### config.mk
export PLATFORM = sky130hd
export DESIGN_NAME = seq_pc_controller
export DESIGN_NICKNAME = d
export VERILOG_FILES = /design/src/rtl/seq_pkg.sv /design/src/rtl/seq_next_pc.sv /design/src/rtl/seq_pc_controller.sv
export SDC_FILE = /design/constraint.sdc
export NUM_CORES = 1
export LEC_CHECK = 0
export ABC_AREA = 1
export BUFFER_PORTS_ARGS = -buffer_cell sky130_fd_sc_hd__buf_2
export CAP_MARGIN = 15
export CELL_PAD_IN_SITES_DETAIL_PLACEMENT = 0
export CELL_PAD_IN_SITES_GLOBAL_PLACEMENT = 1
export CORE_MARGIN = 8
export CORE_UTILIZATION = 34
export CTS_CLUSTER_DIAMETER = 40
export DETAILED_ROUTE_END_ITERATION = 7
export PLACE_DENSITY = 0.93
export SYNTH_ARGS = -nofsm -noshare
export SYNTH_HDL_FRONTEND = slang
export SYNTH_HIERARCHICAL = 1
export SYNTH_SLANG_ARGS = --single-unit
### constraint.sdc
create_clock -name clk -period 2.9 [get_ports clk]
set_input_delay 0.145 -clock clk [delete_from_list [all_inputs] [get_ports clk]]
set_output_delay 0.145 -clock clk [all_outputs]
set_load 0.01 [all_outputs]
### src/rtl/seq_pkg.sv
// rtl/seq_pkg.sv - shared encodings for the SEQ sequencing controller
package seq_pkg;

  // Processor status as seen on the 2-bit stat bus
  localparam logic [1:0] STAT_AOK = 2'b01;
  localparam logic [1:0] STAT_HLT = 2'b10;
  localparam logic [1:0] STAT_ADR = 2'b11;
  localparam logic [1:0] STAT_INS = 2'b00;

  localparam logic [3:0] I_HALT = 4'h0;
  localparam logic [3:0] I_JXX  = 4'h7;
  localparam logic [3:0] I_CALL = 4'h8;
  localparam logic [3:0] I_RET  = 4'h9;

  typedef enum logic [1:0] {
    ST_IDLE,
    ST_ISSUE,
    ST_WAIT,
    ST_STOP
  } seq_state_t;

endpackage

### src/rtl/seq_next_pc.sv
// rtl/seq_next_pc.sv - combinational Y86-64 new-PC selector
module seq_next_pc
  import seq_pkg::*;
(
  input  logic [3:0]  i_icode,
  input  logic        i_cnd,
  input  logic [63:0] i_valc,
  input  logic [63:0] i_valm,
  input  logic [63:0] i_valp,
  output logic [63:0] o_new_pc
);

  always_comb begin
    o_new_pc = i_valp;
    if (i_icode == I_CALL || (i_icode == I_JXX && i_cnd)) begin
      o_new_pc = i_valc;
    end else if (i_icode == I_RET) begin
      o_new_pc = i_valm;
    end
  end

endmodule

### src/rtl/seq_pc_controller.sv
// rtl/seq_pc_controller.sv - SEQ fetch sequencer: PC register, status and retire counter
module seq_pc_controller
  import seq_pkg::*;
#(
  parameter logic [63:0] RESET_PC  = 64'd0,
  parameter logic [31:0] MAX_INSTR = 32'd0
) (
  input  logic        clk,
  input  logic        reset,
  input  logic        start,
  input  logic [3:0]  icode,
  input  logic [3:0]  ifun,
  input  logic [63:0] valC,
  input  logic [63:0] valP,
  input  logic        imem_error,
  input  logic        instr_valid,
  input  logic        halt,
  input  logic        cnd,
  input  logic [63:0] valM,
  input  logic        dmem_error,
  input  logic        step_done,
  output logic [63:0] pc,
  output logic        fetch_en,
  output logic        busy,
  output logic [1:0]  stat,
  output logic [31:0] instr_count
);

  seq_state_t  r_state, w_state_nxt;
  logic [63:0] r_pc, w_pc_nxt;
  logic [31:0] r_count, w_count_nxt;
  logic [1:0]  r_stat, w_stat_nxt;
  logic [63:0] w_new_pc;
  logic [31:0] w_count_inc;
  logic        w_budget_hit;
  logic        w_unused_ifun;

  assign w_unused_ifun = ^ifun;

  seq_next_pc u_next_pc (
    .i_icode  (icode),
    .i_cnd    (cnd),
    .i_valc   (valC),
    .i_valm   (valM),
    .i_valp   (valP),
    .o_new_pc (w_new_pc)
  );

  // Counter sticks at all-ones rather than wrapping
  assign w_count_inc  = (r_count == 32'hFFFF_FFFF) ? r_count : r_count + 32'd1;
  assign w_budget_hit = (MAX_INSTR != 32'd0) && (w_count_inc == MAX_INSTR);

  always_ff @(posedge clk) begin
    if (reset) begin
      r_state <= ST_IDLE;
      r_pc    <= RESET_PC;
      r_count <= 32'd0;
      r_stat  <= STAT_AOK;
    end else begin
      r_state <= w_state_nxt;
      r_pc    <= w_pc_nxt;
      r_count <= w_count_nxt;
      r_stat  <= w_stat_nxt;
    end
  end

  always_comb begin
    w_state_nxt = r_state;
    w_pc_nxt    = r_pc;
    w_count_nxt = r_count;
    w_stat_nxt  = r_stat;
    case (r_state)
      ST_IDLE, ST_STOP: begin
        if (start) begin
          w_state_nxt = ST_ISSUE;
          w_pc_nxt    = RESET_PC;
          w_count_nxt = 32'd0;
          w_stat_nxt  = STAT_AOK;
        end
      end
      ST_ISSUE: w_state_nxt = ST_WAIT;
      ST_WAIT: begin
        // Faults and halt leave pc on the offending instruction
        if (step_done) begin
          if (imem_error) begin
            w_stat_nxt  = STAT_ADR;
            w_state_nxt = ST_STOP;
          end else if (!instr_valid) begin
            w_stat_nxt  = STAT_INS;
            w_state_nxt = ST_STOP;
          end else if (dmem_error) begin
            w_stat_nxt  = STAT_ADR;
            w_state_nxt = ST_STOP;
          end else if (halt) begin
            w_stat_nxt  = STAT_HLT;
            w_state_nxt = ST_STOP;
          end else begin
            w_count_nxt = w_count_inc;
            w_pc_nxt    = w_new_pc;
            w_state_nxt = w_budget_hit ? ST_STOP : ST_ISSUE;
          end
        end
      end
      default: w_state_nxt = ST_IDLE;
    endcase
  end

  assign pc          = r_pc;
  assign fetch_en    = (r_state == ST_ISSUE);
  assign busy        = (r_state == ST_ISSUE) || (r_state == ST_WAIT);
  assign stat        = r_stat;
  assign instr_count = r_count;

endmodule

Word-level counts from Yosys, hierarchy flattened
Cells that the tools add are included.
{ "word_totals": {"reg_bits": 100, "latchBits": 0, "ram_bits": 0, "mem_bits_ro": 0, "inputBits": 209, "out_inout_bits": 100, "wordCells": 60, "n_memories": 0} }
{ "classes": {"addsub": 1, "mul": 0, "div": 0, "n_lt_le_gt_ge": 0, "eq_ne": 15, "n_shift": 0, "mux": 30, "bitwise": 0, "n_reduce_logical": 10} }
{ "op_table": {"columns": ["operator", "n"], "rows": [
  ["2-to-1 mux 64 bit", 8],
  ["2-to-1 mux 32 bit", 7],
  ["one-hot mux 64 bit (2 select lines)", 1],
  ["one-hot mux 32 bit (2 select lines)", 1],
  ["adder 32 x 1 -> 32 bit, second input constant", 1],
  ["equality test 32 bit, second input constant", 1],
  ["2-to-1 mux 2 bit", 11],
  ["inequality test 2 bit, second input constant", 7],
  ["equality test 4 bit, second input constant", 2],
  ["AND reduction 8 bit", 1],
  ["AND reduction 7 bit", 1],
  ["one-hot mux 2 bit (3 select lines)", 1],
  ["inequality test 5 bit, second input constant", 1],
  ["equality test 2 bit, second input constant", 2],
  ["equality test 4 x 3 -> 1 bit, second input constant", 1],
  ["one-hot mux 2 bit (2 select lines)", 1],
  ["AND reduction 4 bit", 1],
  ["equality test 2 x 1 -> 1 bit, second input constant", 1],
  ["zero test 2 bit", 1],
  ["logical OR 1 bit", 2],
  ["AND reduction 2 bit", 1],
  ["nonzero test 2 bit", 1],
  ["OR reduction 2 bit", 1],
  ["logical AND 1 bit", 1]
]} }

Depth between registers and ports, before layout
{ "depth": {"depth_word": 10, "ltp_mapped": 14, "depth_no_buf": 12} }

By module
The synthesis kept the hierarchy.
{ "modules_own_cells": {"columns": ["module", "n_inst", "cells_per_inst", "area_per_inst_um2", "seq_area_each_um2"], "rows": [
  ["seq_pc_controller", 1, 747, 4969.8, 2001.9],
  ["seq_next_pc", 1, 436, 2074.5, 0.0]
]} }

Worst setup path after synthesis
Ideal clock, no wire load.
{ "synth_timing": {"kind": "reg-to-reg", "from": "register r_state[0]", "to": "register r_pc[0], in the netlist pc[0]", "setup_ps": 70, "arrival_ps": 1814, "required_ps": 2830, "setup_slack_ps": 1015, "path_stages_with_launch": 11, "n_path_buf": 1, "period_less_slack_ps": 1885, "cell_sequence": "dfxtp_1 > inv_1 > ha_1 > inv_1 > o21ai_2 > inv_2 > o21ai_4 > nor3_4 > buf_6 > nand2_1 > a21oi_1"} }
{ "synth_via": {"elab_chain_len": 4, "elab_cells_between_ends": 13, "cone_classes": "eq/ne: 8; mux: 1; reduce/logical: 4"} }
{ "synth_lines": {"columns": ["item", "line", "text"], "rows": [
  ["from (decl)", "seq_pc_controller.sv:29", "seq_state_t r_state, w_state_nxt;"],
  ["from (signal assigned)", "seq_pc_controller.sv:60", "r_state <= w_state_nxt;"],
  ["equality test 2 bit or zero test 2 bit (tied branches)", "seq_pc_controller.sv:72", "case (r_state)"],
  ["OR reduction 2 bit", "seq_pc_controller.sv:72", null],
  ["inequality test 2 bit (no source line) or nonzero test 2 bit (tied branches)", null, null],
  ["AND reduction 7 bit (no source line)", null, null],
  ["to (signal assigned)", "seq_pc_controller.sv:61", "r_pc <= w_pc_nxt;"],
  ["to (decl)", "seq_pc_controller.sv:30", "logic [63:0] r_pc, w_pc_nxt;"]
]} }
Parallel ways exist; a longest one is shown, timed or not.
A chain may end at the register's enable or synchronous reset.

Worst setup path after layout
{ "layout_timing": {"from": "register r_state[0]", "to": "register r_count[17], in the netlist instr_count[17]"} }
{ "layout_via": {"elab_chain_len": 4, "elab_cells_between_ends": 14, "cone_classes": "eq/ne: 9; mux: 1; reduce/logical: 4"} }
{ "layout_lines": {"columns": ["item", "line", "text"], "rows": [
  ["equality test 2 bit or zero test 2 bit (tied branches)", "seq_pc_controller.sv:72", null],
  ["OR reduction 2 bit", "seq_pc_controller.sv:72", null],
  ["inequality test 2 bit (no source line) or nonzero test 2 bit (tied branches)", null, null],
  ["AND reduction 8 bit (no source line)", null, null],
  ["to (signal assigned)", "seq_pc_controller.sv:62", "r_count <= w_count_nxt;"],
  ["to (decl)", "seq_pc_controller.sv:31", "logic [31:0] r_count, w_count_nxt;"]
]} }
Parallel ways exist; a longest one is shown, timed or not.

==> run_results.csv <==
group,metric,value,unit
routing,viasPerCell,4.83,
finish,drive_gt1_share,24.3,%
worst_setup_path,end_kind,"register",
flow_run,drv_cap,0,
logic_synthesis,yosysWarnings,6,
pwr,pwr-share-comb,29.5,%
routing,routedWlPerCell,15.2,um
floorplanning,initial_core_util,34.7,%
logic_synthesis,synth_area_leader_cell,"nand2_1",
routing,drc,0,
logic_synthesis,syn-instance-count,1183,
pwr,ir_worst_vdd,0.295,mV
timing,rsz0062_at_grt,"false",
timing,period_minus_slack,2.54,ns
floorplanning,core,20300,um^2
pwr,seqPwrFrac,40.4,%
routing,drt_iter0_drc,453,
floorplanning,dieArea,25600,um^2
cts,cts.sinks,100,
routing,ant_nets,0,
global_routing,grt_max_degree,74,
cts,cts_buffers,9,
global_routing,antenna_found_initial,3,
floorplanning,die_w,160,um
timing,fmax,393,MHz
logic_synthesis,yosys_register_bits,100,
routing,wirelength,26100,um
cts,cts_tree,"yes",
cts,cts_hold_buf,0,
floorplanning,chipHeight,160,um
global_routing,grtUsageTotal,19.8,%
timing,setup_viol,0,
logic_synthesis,syn-num-nets,1396,
logic_synthesis,synth_top_area_share,29.6,%
global_routing,grt_overflow_total,0,
worst_setup_path,worst-setup-path-type,"register to register",
status,outcome,"complete, no violations",
logic_synthesis,ys_seq_area_share,28.4,%
pwr,p_per_area,440,nW/um^2
routing,drtPass1Iterations,5,
finish,layout_common_cells,"556 x nand2_1, 304 x buf_2, 108 x nand3_1, 100 x dfxtp_1",
routing,vias,8272,
global_routing,grt_first_pass_wirelength,42000,um
global_routing,grt_pass1_vias,7985,
pwr,swShare,36.8,%
timing,slew_headroom,40.7,%
finish,syn_to_final_growth,21.7,%
finish,nets,1650,
cts,cts-resized-gates,0,
floorplanning,fp-row-count,52,
cts,cts_root_buf,"clkbuf_16",
hold_path,hold_path_class,"input pin to register",
timing,slew_violations,0,
finish,fillCellCount,2266,
pwr,pwr-share-clk,30.1,%
cts,clk_pin_slew,0.07,ns
logic_synthesis,netlist_area,7040,um^2
pwr,p_switching,1.39,mW
place,gp_congestion,0.892,
worst_setup_path,start_kind,"register",
logic_synthesis,synthTopCellsByArea,"nand2_1 30%, dfxtp_1 28%, nand3_1 7.7%, a21oi_1 6.2%, nor2_1 4.6%",
timing,hold_viol,0,
floorplanning,ios,309,
timing,fin_crit_sh,87.8,%
finish,layout_commonest_cell,"nand2_1",
timing,tightest_slew,0.887,ns
cts,cts_max_path_buffers,2,
timing,finClkSkew,0.0105,ns
place,dpl.hpwl,19600,um
place,io_buffers,304,
worst_setup_path,cp.arrival,2.79,ns
cts,cts_setup_buffers,0,
worst_setup_path,crit_path_max_fanout,28,
pwr,leakage,4.25,nW
cts,clk-insertion-delay-late,0.35,ns
timing,tns,0,ns
finish,fin_util,42.2,%
logic_synthesis,synth.distinct_cells,36,
worst_setup_path,required,3.14,ns
cts,htree_levels,3,
pwr,intPower,2.38,mW
logic_synthesis,syn_area_per_cell,5.95,um^2
## kinds of logic after synthesis
family | Yosys count | share of synthesized area (%)
adder cells (fa/ha/maj) | 4 | 0.711
AND/OR/NAND/NOR | 779 | 45.4
AO/OA/AOI/OAI | 162 | 11.8
flip-flops | 100 | 28.4
buffers and inverters | 136 | 13.4
XOR/XNOR | 2 | 0.249
## cells in the mapped netlist (all sizes together)
cell type    n
nand3b       2
buf         34
dfxtp      100
nor3b        1
nand2      562
o21ai       73
nor2        96
a211oi       1
clkinv       1
o211ai       1
a21oi       87
clkbuf      38
inv         63
nand3      109
nand4        3
xor2         1
ha           4
nor3         6
xnor2        1
## layer usage
layer | global-route usage [%] | part of all wire, % | up-vias
met4 | 5.86 | 2.3 | 4
li1 | - | - | 4236
met2 | 33.6 | 48 | 267
met3 | 6.74 | 8.0 | 38
met1 | 23.0 | 42 | 3727
met5 | 0 | 0.077 | -
## critical path: stages (launching register included)
cell and delay [ns]:
dfxtp_1 0.38, inv_1 0.07, ha_1 0.36, inv_1 0.12
o21ai_2 0.08, inv_2 0.09, o21ai_4 0.22, nor2_8 0.35
nand2_4 0.23, inv_4 0.30, nand2_1 0.10, nand2_1 0.07
nor2_1 0.05
## path summary, 6_finish.rpt
| check | from | endpoint | slack [ns] | depth (start not counted) |
|---|---|---|---|---|
| min | start | r_state[1] | 0.13 | 4 |
| max reg2reg | r_state[0] | instr_count[17] | 0.36 | 12 |
| max | r_state[0] | instr_count[17] | 0.36 | 12 |
| min reg2reg | pc[0] | pc[0] | 0.47 | 2 |
## registers in the layout, indices dropped and copies added (netlist names)
| name | flops |
|---|---|
| pc | 64 |
| instr_count | 32 |
| r_state | 2 |
| stat | 2 |
## area by class of cell
cell class | count | area, um^2 | area share (%)
Tap cell | 270 | 338 | 3.94
Clock inverter | 4 | 26.3 | 0.307
Inverter | 64 | 243 | 2.83
Antenna cell | 1 | 2.50 | 0.0292
Sequential cell | 100 | 2000 | 23.4
Multi-Input combinational cell | 947 | 4110 | 47.9
Clock buffer | 12 | 236 | 2.76
Timing Repair Buffer | 315 | 1620 | 18.9
## stage by stage
stage / cells / instance area, um^2 / hold WS [ns] / power, mW / setup WS [ns]
detailed placement: 1696 / 8300 / 0.463 / 2.68 / 0.339
global placement: 1696 / 8300 / 0.457 / 2.67 / 0.374
finish: 1713 / 8570 / 0.127 / 3.77 / 0.355
floorplan: 1183 / 7040 / 0.359 / 2.36 / 1.02
CTS: 1712 / 8570 / 0.105 / 3.83 / 0.326
global route: 1713 / 8570 / 0.138 / 4.01 / 0.122
## power by group through the flow
stage                     combinational [mW]  clock, mW  sequential, mW
after floorplan                        0.799          0            1.56
after global placement                  1.12          0            1.55
after detailed placement                1.12          0            1.55
after CTS                               1.13       1.18            1.52
after global routing                    1.25       1.22            1.53
final                                   1.11       1.14            1.52
(Power assumes the default switching activity.)
